File: config.mk
export PLATFORM = sky130hd
export DESIGN_NAME = pll_div_flat
export DESIGN_NICKNAME = d
export VERILOG_FILES = /design/src/rtl/pll_pkg.sv /design/src/rtl/pll_div_if.sv /design/src/rtl/clk_div_even.sv /design/src/rtl/pll_div.sv /design/src/flat_wrapper.sv
export SDC_FILE = /design/constraint.sdc
export NUM_CORES = 1
export LEC_CHECK = 0
export ABC_CLOCK_PERIOD_IN_PS = 2900
export CAP_MARGIN = 20
export CORE_AREA = 2 2 39 41
export CTS_CLUSTER_DIAMETER = 40
export DETAILED_ROUTE_END_ITERATION = 16
export DIE_AREA = 0 0 41 43
export PLACE_DENSITY = 0.57
export SETUP_SLACK_MARGIN = 0.3
export SKIP_LAST_GASP = 1
export SYNTH_ARGS = -nofsm -noshare
export SYNTH_HDL_FRONTEND = slang
export SYNTH_SLANG_ARGS = --single-unit
File: constraint.sdc
create_clock -name inclk0 -period 2.9 [get_ports inclk0]
set_input_delay 0.58 -clock inclk0 [delete_from_list [all_inputs] [get_ports inclk0]]
set_output_delay 0.58 -clock inclk0 [all_outputs]
set_load 0.01 [all_outputs]
File: src/rtl/pll_pkg.sv
// Shared defaults and width helpers for the pll_div clock-divider stand-in.
package pll_pkg;

  localparam int unsigned PLL_DIV_DEFAULT         = 2;
  localparam int unsigned PLL_LOCK_CYCLES_DEFAULT = 16;

  // Width of a counter that must hold the values 0..lock_cycles.
  function automatic int unsigned lock_cnt_w(input int unsigned lock_cycles);
    return $clog2(lock_cycles + 1);
  endfunction

  // Width of the half-period counter; never narrower than one bit.
  function automatic int unsigned half_cnt_w(input int unsigned div);
    return (div / 2 > 1) ? $clog2(div / 2) : 1;
  endfunction

  localparam int unsigned LOCK_CNT_W = lock_cnt_w(PLL_LOCK_CYCLES_DEFAULT);

endpackage

File: src/rtl/pll_div_if.sv
// Output bundle of pll_div: divided clock plus lock indication.
interface pll_div_if;
  logic c0;
  logic locked;

  modport master (output c0, output locked);
  modport slave  (input c0, input locked);
endinterface

File: src/rtl/clk_div_even.sv
// Even integer clock divider: half-period counter driving a toggle flop, gated by en.
module clk_div_even
  import pll_pkg::*;
#(
  parameter int unsigned DIV = PLL_DIV_DEFAULT
) (
  input  logic clk,
  input  logic rst,
  input  logic en,
  output logic clk_out
);

  localparam int unsigned Half    = DIV / 2;
  localparam int unsigned HalfW   = half_cnt_w(DIV);
  localparam int unsigned HalfMax = (Half > 0) ? Half - 1 : 0;
  localparam logic [HalfW-1:0] HalfLast = HalfW'(HalfMax);

  logic [HalfW-1:0] half_cnt_q, half_cnt_d;
  logic             clk_q, clk_d;

  always_comb begin
    half_cnt_d = half_cnt_q;
    clk_d      = clk_q;
    if (en) begin
      if (half_cnt_q == HalfLast) begin
        half_cnt_d = '0;
        clk_d      = ~clk_q;
      end else begin
        half_cnt_d = half_cnt_q + 1'b1;
      end
    end
  end

  // Reset value HalfLast makes the first enabled edge a rising toggle.
  always_ff @(posedge clk) begin
    if (rst) begin
      half_cnt_q <= HalfLast;
      clk_q      <= 1'b0;
    end else begin
      half_cnt_q <= half_cnt_d;
      clk_q      <= clk_d;
    end
  end

  assign clk_out = clk_q;

endmodule

File: src/rtl/pll_div.sv
// Synthesizable PLL stand-in: fixed settle interval before lock, then even division of inclk0.
module pll_div
  import pll_pkg::*;
#(
  parameter int unsigned DIV         = PLL_DIV_DEFAULT,
  parameter int unsigned LOCK_CYCLES = PLL_LOCK_CYCLES_DEFAULT
) (
  input  logic      inclk0,
  input  logic      areset,
  pll_div_if.master pll
);

  if (DIV < 2 || (DIV % 2) != 0) begin : g_bad_div
    $error("pll_div: DIV must be even and >= 2");
  end
  if (LOCK_CYCLES < 1) begin : g_bad_lock
    $error("pll_div: LOCK_CYCLES must be >= 1");
  end

  localparam int unsigned CntW = lock_cnt_w(LOCK_CYCLES);
  localparam logic [CntW-1:0] CntMax = CntW'(LOCK_CYCLES);

  logic [CntW-1:0] lock_cnt_q, lock_cnt_d;
  logic            locked_q, locked_d;
  logic            c0_int;

  // Counter saturates, so locked stays high until the next reset.
  always_comb begin
    lock_cnt_d = lock_cnt_q;
    if (lock_cnt_q != CntMax) begin
      lock_cnt_d = lock_cnt_q + 1'b1;
    end
    locked_d = locked_q | (lock_cnt_d == CntMax);
  end

  always_ff @(posedge inclk0) begin
    if (areset) begin
      lock_cnt_q <= '0;
      locked_q   <= 1'b0;
    end else begin
      lock_cnt_q <= lock_cnt_d;
      locked_q   <= locked_d;
    end
  end

  clk_div_even #(
    .DIV(DIV)
  ) u_clk_div_even (
    .clk     (inclk0),
    .rst     (areset),
    .en      (locked_q),
    .clk_out (c0_int)
  );

  assign pll.c0     = c0_int;
  assign pll.locked = locked_q;

endmodule

File: src/flat_wrapper.sv
// flat-port wrapper written by rule: the top's interface ports become plain ports
module pll_div_flat import pll_pkg::*;
#(
  parameter int unsigned DIV         = PLL_DIV_DEFAULT,
  parameter int unsigned LOCK_CYCLES = PLL_LOCK_CYCLES_DEFAULT
)
  (inclk0, areset, pll_c0, pll_locked);
  pll_div_if pll_i ();
  input  logic inclk0;
  input  logic areset;
  output wire logic [$bits(pll_i.c0)-1:0] pll_c0;
  output wire logic [$bits(pll_i.locked)-1:0] pll_locked;
  assign pll_c0 = pll_i.c0;
  assign pll_locked = pll_i.locked;
  pll_div #(.DIV(DIV), .LOCK_CYCLES(LOCK_CYCLES)) u_core (.inclk0(inclk0), .areset(areset), .pll(pll_i));
endmodule
* Word level (Yosys, flattened, before mapping) *
Cells that the tools add are included.

cells by class
  div/mod/pow operators = 0
  shift operators = 0
  equal/unequal tests = 2
  multiply operators = 0
  multiplexer cells = 2
  $add $sub $neg = 2
  reductions and logical operators = 1
  bitwise logic cells = 3
  order comparisons = 0

operator list
  kind                                          number
  adder 5 x 1 -> 5 bit, second input constant   1
  == test 5 bit, second input constant          1
  two-way mux 5 bit                             1
  inequality test 5 bit, second input constant  1
  NOT 1 bit                                     2
  AND reduction 2 bit                           1
  adder 1 bit, second input constant            1
  two-way mux 1 bit                             1
  OR 1 bit                                      1

word-level totals
  logic and storage cells = 14
  bits in read-only memories = 0
  output and inout port bits = 2
  bits in writable memories = 0
  latch bits = 0
  memories = 0
  input port bits = 2
  register bits after elaboration = 8

* Depth between registers and ports, before layout *
  depth in word-level cells = 4
  gate-level depth with buffers = 6
  gate-level depth less buffers = 6

* Cells and area by module *
Synthesis repeated with hierarchy kept, for this count alone.

second synthesis, totals
  cell total of the unflattened synthesis = 36
  area total of the unflattened synthesis = 339.1 um^2

by module, submodules not included
  module        sequential area each (um^2)  times used  area an instance (um^2)  cells an instance
  pll_div       120.1                        1           306.5                    33
  clk_div_even  20.0                         1           32.5                     3

* Least setup slack after synthesis *
No wires, ideal clock.

  path kind = register to register
  start = register u_core.lock_cnt_q[0]
  end = register u_core.locked_q (netlist: u_core.pll.locked)
  buffers on the path = 0
  stages on the path, launching flop included = 7
  required time = 2.804 ns
  period minus slack after synthesis = 1.257 ns
  path slack = 1.643 ns
  data arrival time = 1.161 ns
  setup time = 0.096 ns
  path through = dfxtp_1 -> inv_1 -> ha_1 -> nand2_1 -> a221o_1 -> o21ai_1 -> o41ai_2

between the ends
  cells in the longest elaborated chain, start to end = 4
  elaborated cells on any way between the ends = 5
  classes of those cells = add/sub: 1; eq/ne: 2; mux: 1; bitwise: 1

ends and longest elaborated chain
  item                                                           line                          RTL
  from (decl)                                                    pll_div.sv:23                 logic [CntW-1:0] lock_cnt_q, lock_cnt_d;
  from (signal assigned)                                         pll_div.sv:41                 lock_cnt_q <= lock_cnt_d;
  adder 5 x 1 -> 5 bit or inequality test 5 bit (tied branches)  pll_div.sv:31, pll_div.sv:30
  two-way mux 5 bit (*)                                          pll_div.sv:30                 if (lock_cnt_q != CntMax) begin
  == test 5 bit (*)                                              pll_div.sv:33                 locked_d = locked_q | (lock_cnt_d == CntMax);
  OR 1 bit (*)                                                   pll_div.sv:33
  to (signal assigned)                                           pll_div.sv:42                 locked_q <= locked_d;
  to (decl)                                                      pll_div.sv:24                 logic locked_q, locked_d;

Every way passes the cells marked *; elsewhere a longest branch is shown, timed or not.
A chain may end at the register's enable or synchronous reset.

* Worst setup path after layout *
  start = register u_core.locked_q (netlist: u_core.pll.locked)
  end = output port pll_locked

RTL lines
  item       line                RTL
  to (decl)  flat_wrapper.sv:12  output wire logic [$bits(pll_i.locked)-1:0] pll_locked;

No word-level cell between the ends.

==> metrics.txt <==
worst slew pin tran around 0.32 ns; max cap viols 0; Achievable Freq 573.5 MHz; fin nets slightly above 50; cells on worst reg2reg path 6; grt total ovfl 0; Worst path slowest cell clkdlybuf4s50_1; met1 Resource Use GR 11.22%; hold buffers post-CTS 0; Yosys warning count 0; Min-Delay Path Class flip-flop to flip-flop; Initial Util 27.03%; H-tree depth 1; maximum VDD drop 0.2784 mV; CTS Buf Count 3; IO buf count 3; Avg WL per Cell 11.00 um; WP buf/inv 1; family with the most delay on the worst path buffers and inverters; crit start category flip-flop; most frequent cells in the layout dfxtp_1, nor2_1; DRC Markers 0; CP endpoint pll_locked; status complete, no violations; Vias 281; crit path DAT 1.16 ns; Max Root-Sink Buffers 2; WS Path Type flip-flop to output pin; Area Growth Syn to Fin 16.05%; Worst-path clk slew 0.05 ns; grt met2 use 14.69%; setup TNS 0 ns; peak fanout along the critical path 3; LEAKAGE 0.1721 nW; post-cts repair resize count 0; Post-Route WL 682 um; reg-to-reg endpoint u_core.pll.locked; post-synthesis cell type count 19; DIE AREA 0.001763 mm^2; DR pass1 iterations 5; fin crit share about three fifths; hold_sp u_core.pll.locked; Final Skew 0.001425 ns; largest net degree at the start of global routing 10; Final min period 1.744 ns; Routed Antenna Nets 0; DR iter-0 viols 6; Pins Over Slew Limit 0; num ports 4; Post-CTS Setup Bufs 0; GRT Total Usage between 10% and 20%; Die Ht roughly 43 um; crit-path cells clkdlybuf4s50_1; Via density 4.532; gr busiest metal met2; clock root buffer clkbuf_4; RR Startpoint u_core.lock_cnt_q[0]; WP depth 1; RSZ-0062 raised after global routing false; number of global-route vias before repair roughly 250; Core ar. 0.001384 mm^2; share of cells above drive strength 1 a little over a tenth; critical path launch point u_core.pll.locked; first-pass GRT wire length about 1100 um; hold depth 2; mapped cell area 374.1 um^2; dpl hpwl 480.9 um; CTS sink cnt 7; PwrDens 491.4 mW/mm^2; initial antenna violation count 0; Cells after Synth 41; routability cong. between 0.7 and 0.8; die width 41 um; worst skew pair latency between 0.2 and 0.3 ns; Worst slew margin 78.56%; Worst Setup End Kind output pin; post-synthesis sequential area ratio 37.46%; Cell Count Post-Placement 58; post-synthesis register bit count 7; final setup fails 0; Post-Syn Nets between 40 and 50; Non-Filler Instances 62; Avg Synthesized Cell Area about 9.1 um^2; number of hold violations in the final report 0; CP required 2.32 ns; R2R Setup Slk 1.52 ns; most common library cell in the layout ignoring fill and taps dfxtp_1; CTS tree built; Ant. Diodes 0; routing usage on met3 9.424%; site row count 14; slowest cell delay on critical path 0.55 ns
-- where the power goes --
part	switching, mW	internal (mW)	total, mW
registers	0.00523	0.100	0.105
logic	0.0105	0.00964	0.0202
clock network	0.0355	0.0525	0.0880
-- cell type report --
| cell class | instances | area, um^2 |
|---|---|---|
| inverter | 3 | 11.26 |
| tap | 16 | 20.02 |
| sequential | 7 | 140.1 |
| clock buffer | 4 | 26.28 |
| timing repair buffer | 3 | 30.03 |
| multi-input combinational | 29 | 206.4 |
| fill | 154 | 949.7 |
-- Yosys cell counts --
| master | instances | area [um^2] |
|---|---|---|
| ha_1 | 2 | 25.02 |
| dfxtp_1 | 7 | 140.1 |
| xnor2_1 | 3 | 26.28 |
| nor2_1 | 5 | 18.77 |
| buf_6 | 1 | 11.26 |
| buf_2 | 1 | 5.000 |
| inv_1 | 3 | 11.26 |
| a221o_1 | 1 | 10.01 |
| nor2b_1 | 3 | 18.77 |
| o21ai_0 | 2 | 10.01 |
| a21oi_1 | 1 | 5.000 |
| a32oi_1 | 1 | 8.760 |
| o21ai_1 | 1 | 5.000 |
| xor2_1 | 3 | 26.28 |
| o41ai_2 | 1 | 16.27 |
| nor3_2 | 1 | 10.01 |
| nand2_1 | 1 | 3.750 |
| nand3_1 | 2 | 10.01 |
| nand2b_1 | 2 | 12.51 |
-- worst min-delay path by stage --
stage                     slack, ns                    to
after floorplan                0.53  u_core.lock_cnt_q[4]
after global placement         0.50     u_core.pll.locked
after detailed placement       0.51     u_core.pll.locked
after CTS                      0.53     u_core.pll.locked
after global routing           0.57     u_core.pll.locked
final                          0.52     u_core.pll.locked
-- sequential cells by signal, summed over array words and instances, names as in the netlist --
signal and flops:
u_core.lock_cnt_q 5, u_core.pll.locked 1, u_core.u_clk_div_even.clk_out 1
-- metrics by stage --
step,area (um^2),setup slack (ns),hold WS [ns],util (%),power (mW)
2_1_floorplan,374.1,1.643,0.5322,-,0.1208
3_3_place_gp,407.9,1.357,0.5047,29.48,0.1265
3_5_place_dp,407.9,1.336,0.5124,29.48,0.1263
4_1_cts,434.2,1.144,0.5286,31.37,0.2159
5_1_grt,434.2,1.082,0.5675,31.37,0.2303
6_report,434.2,1.156,0.5177,31.37,0.2133
-- per-layer routing --
| metal | up-vias | wire (um) |
|---|---|---|
| li1 | 144 | - |
| met1 | 128 | 306 |
| met2 | 7 | 309 |
| met3 | 2 | 53 |
| met4 | 0 | 12 |
| met5 | - | 0 |
-- cells by family (layout without fill, tap and decap cells) --
| group | Yosys count | count (layout) | share of synthesized area [%] |
|---|---|---|---|
| AOI/OAI and AO/OA | 7 | 7 | 14.71 |
| and+or+nand+nor | 14 | 14 | 19.73 |
| xor gates and xnor gates | 6 | 6 | 14.05 |
| adders and majority gates | 2 | 2 | 6.688 |
| buffers and inverters | 5 | 10 | 7.356 |
| DFF | 7 | 7 | 37.46 |
(Power assumes the default switching activity.)
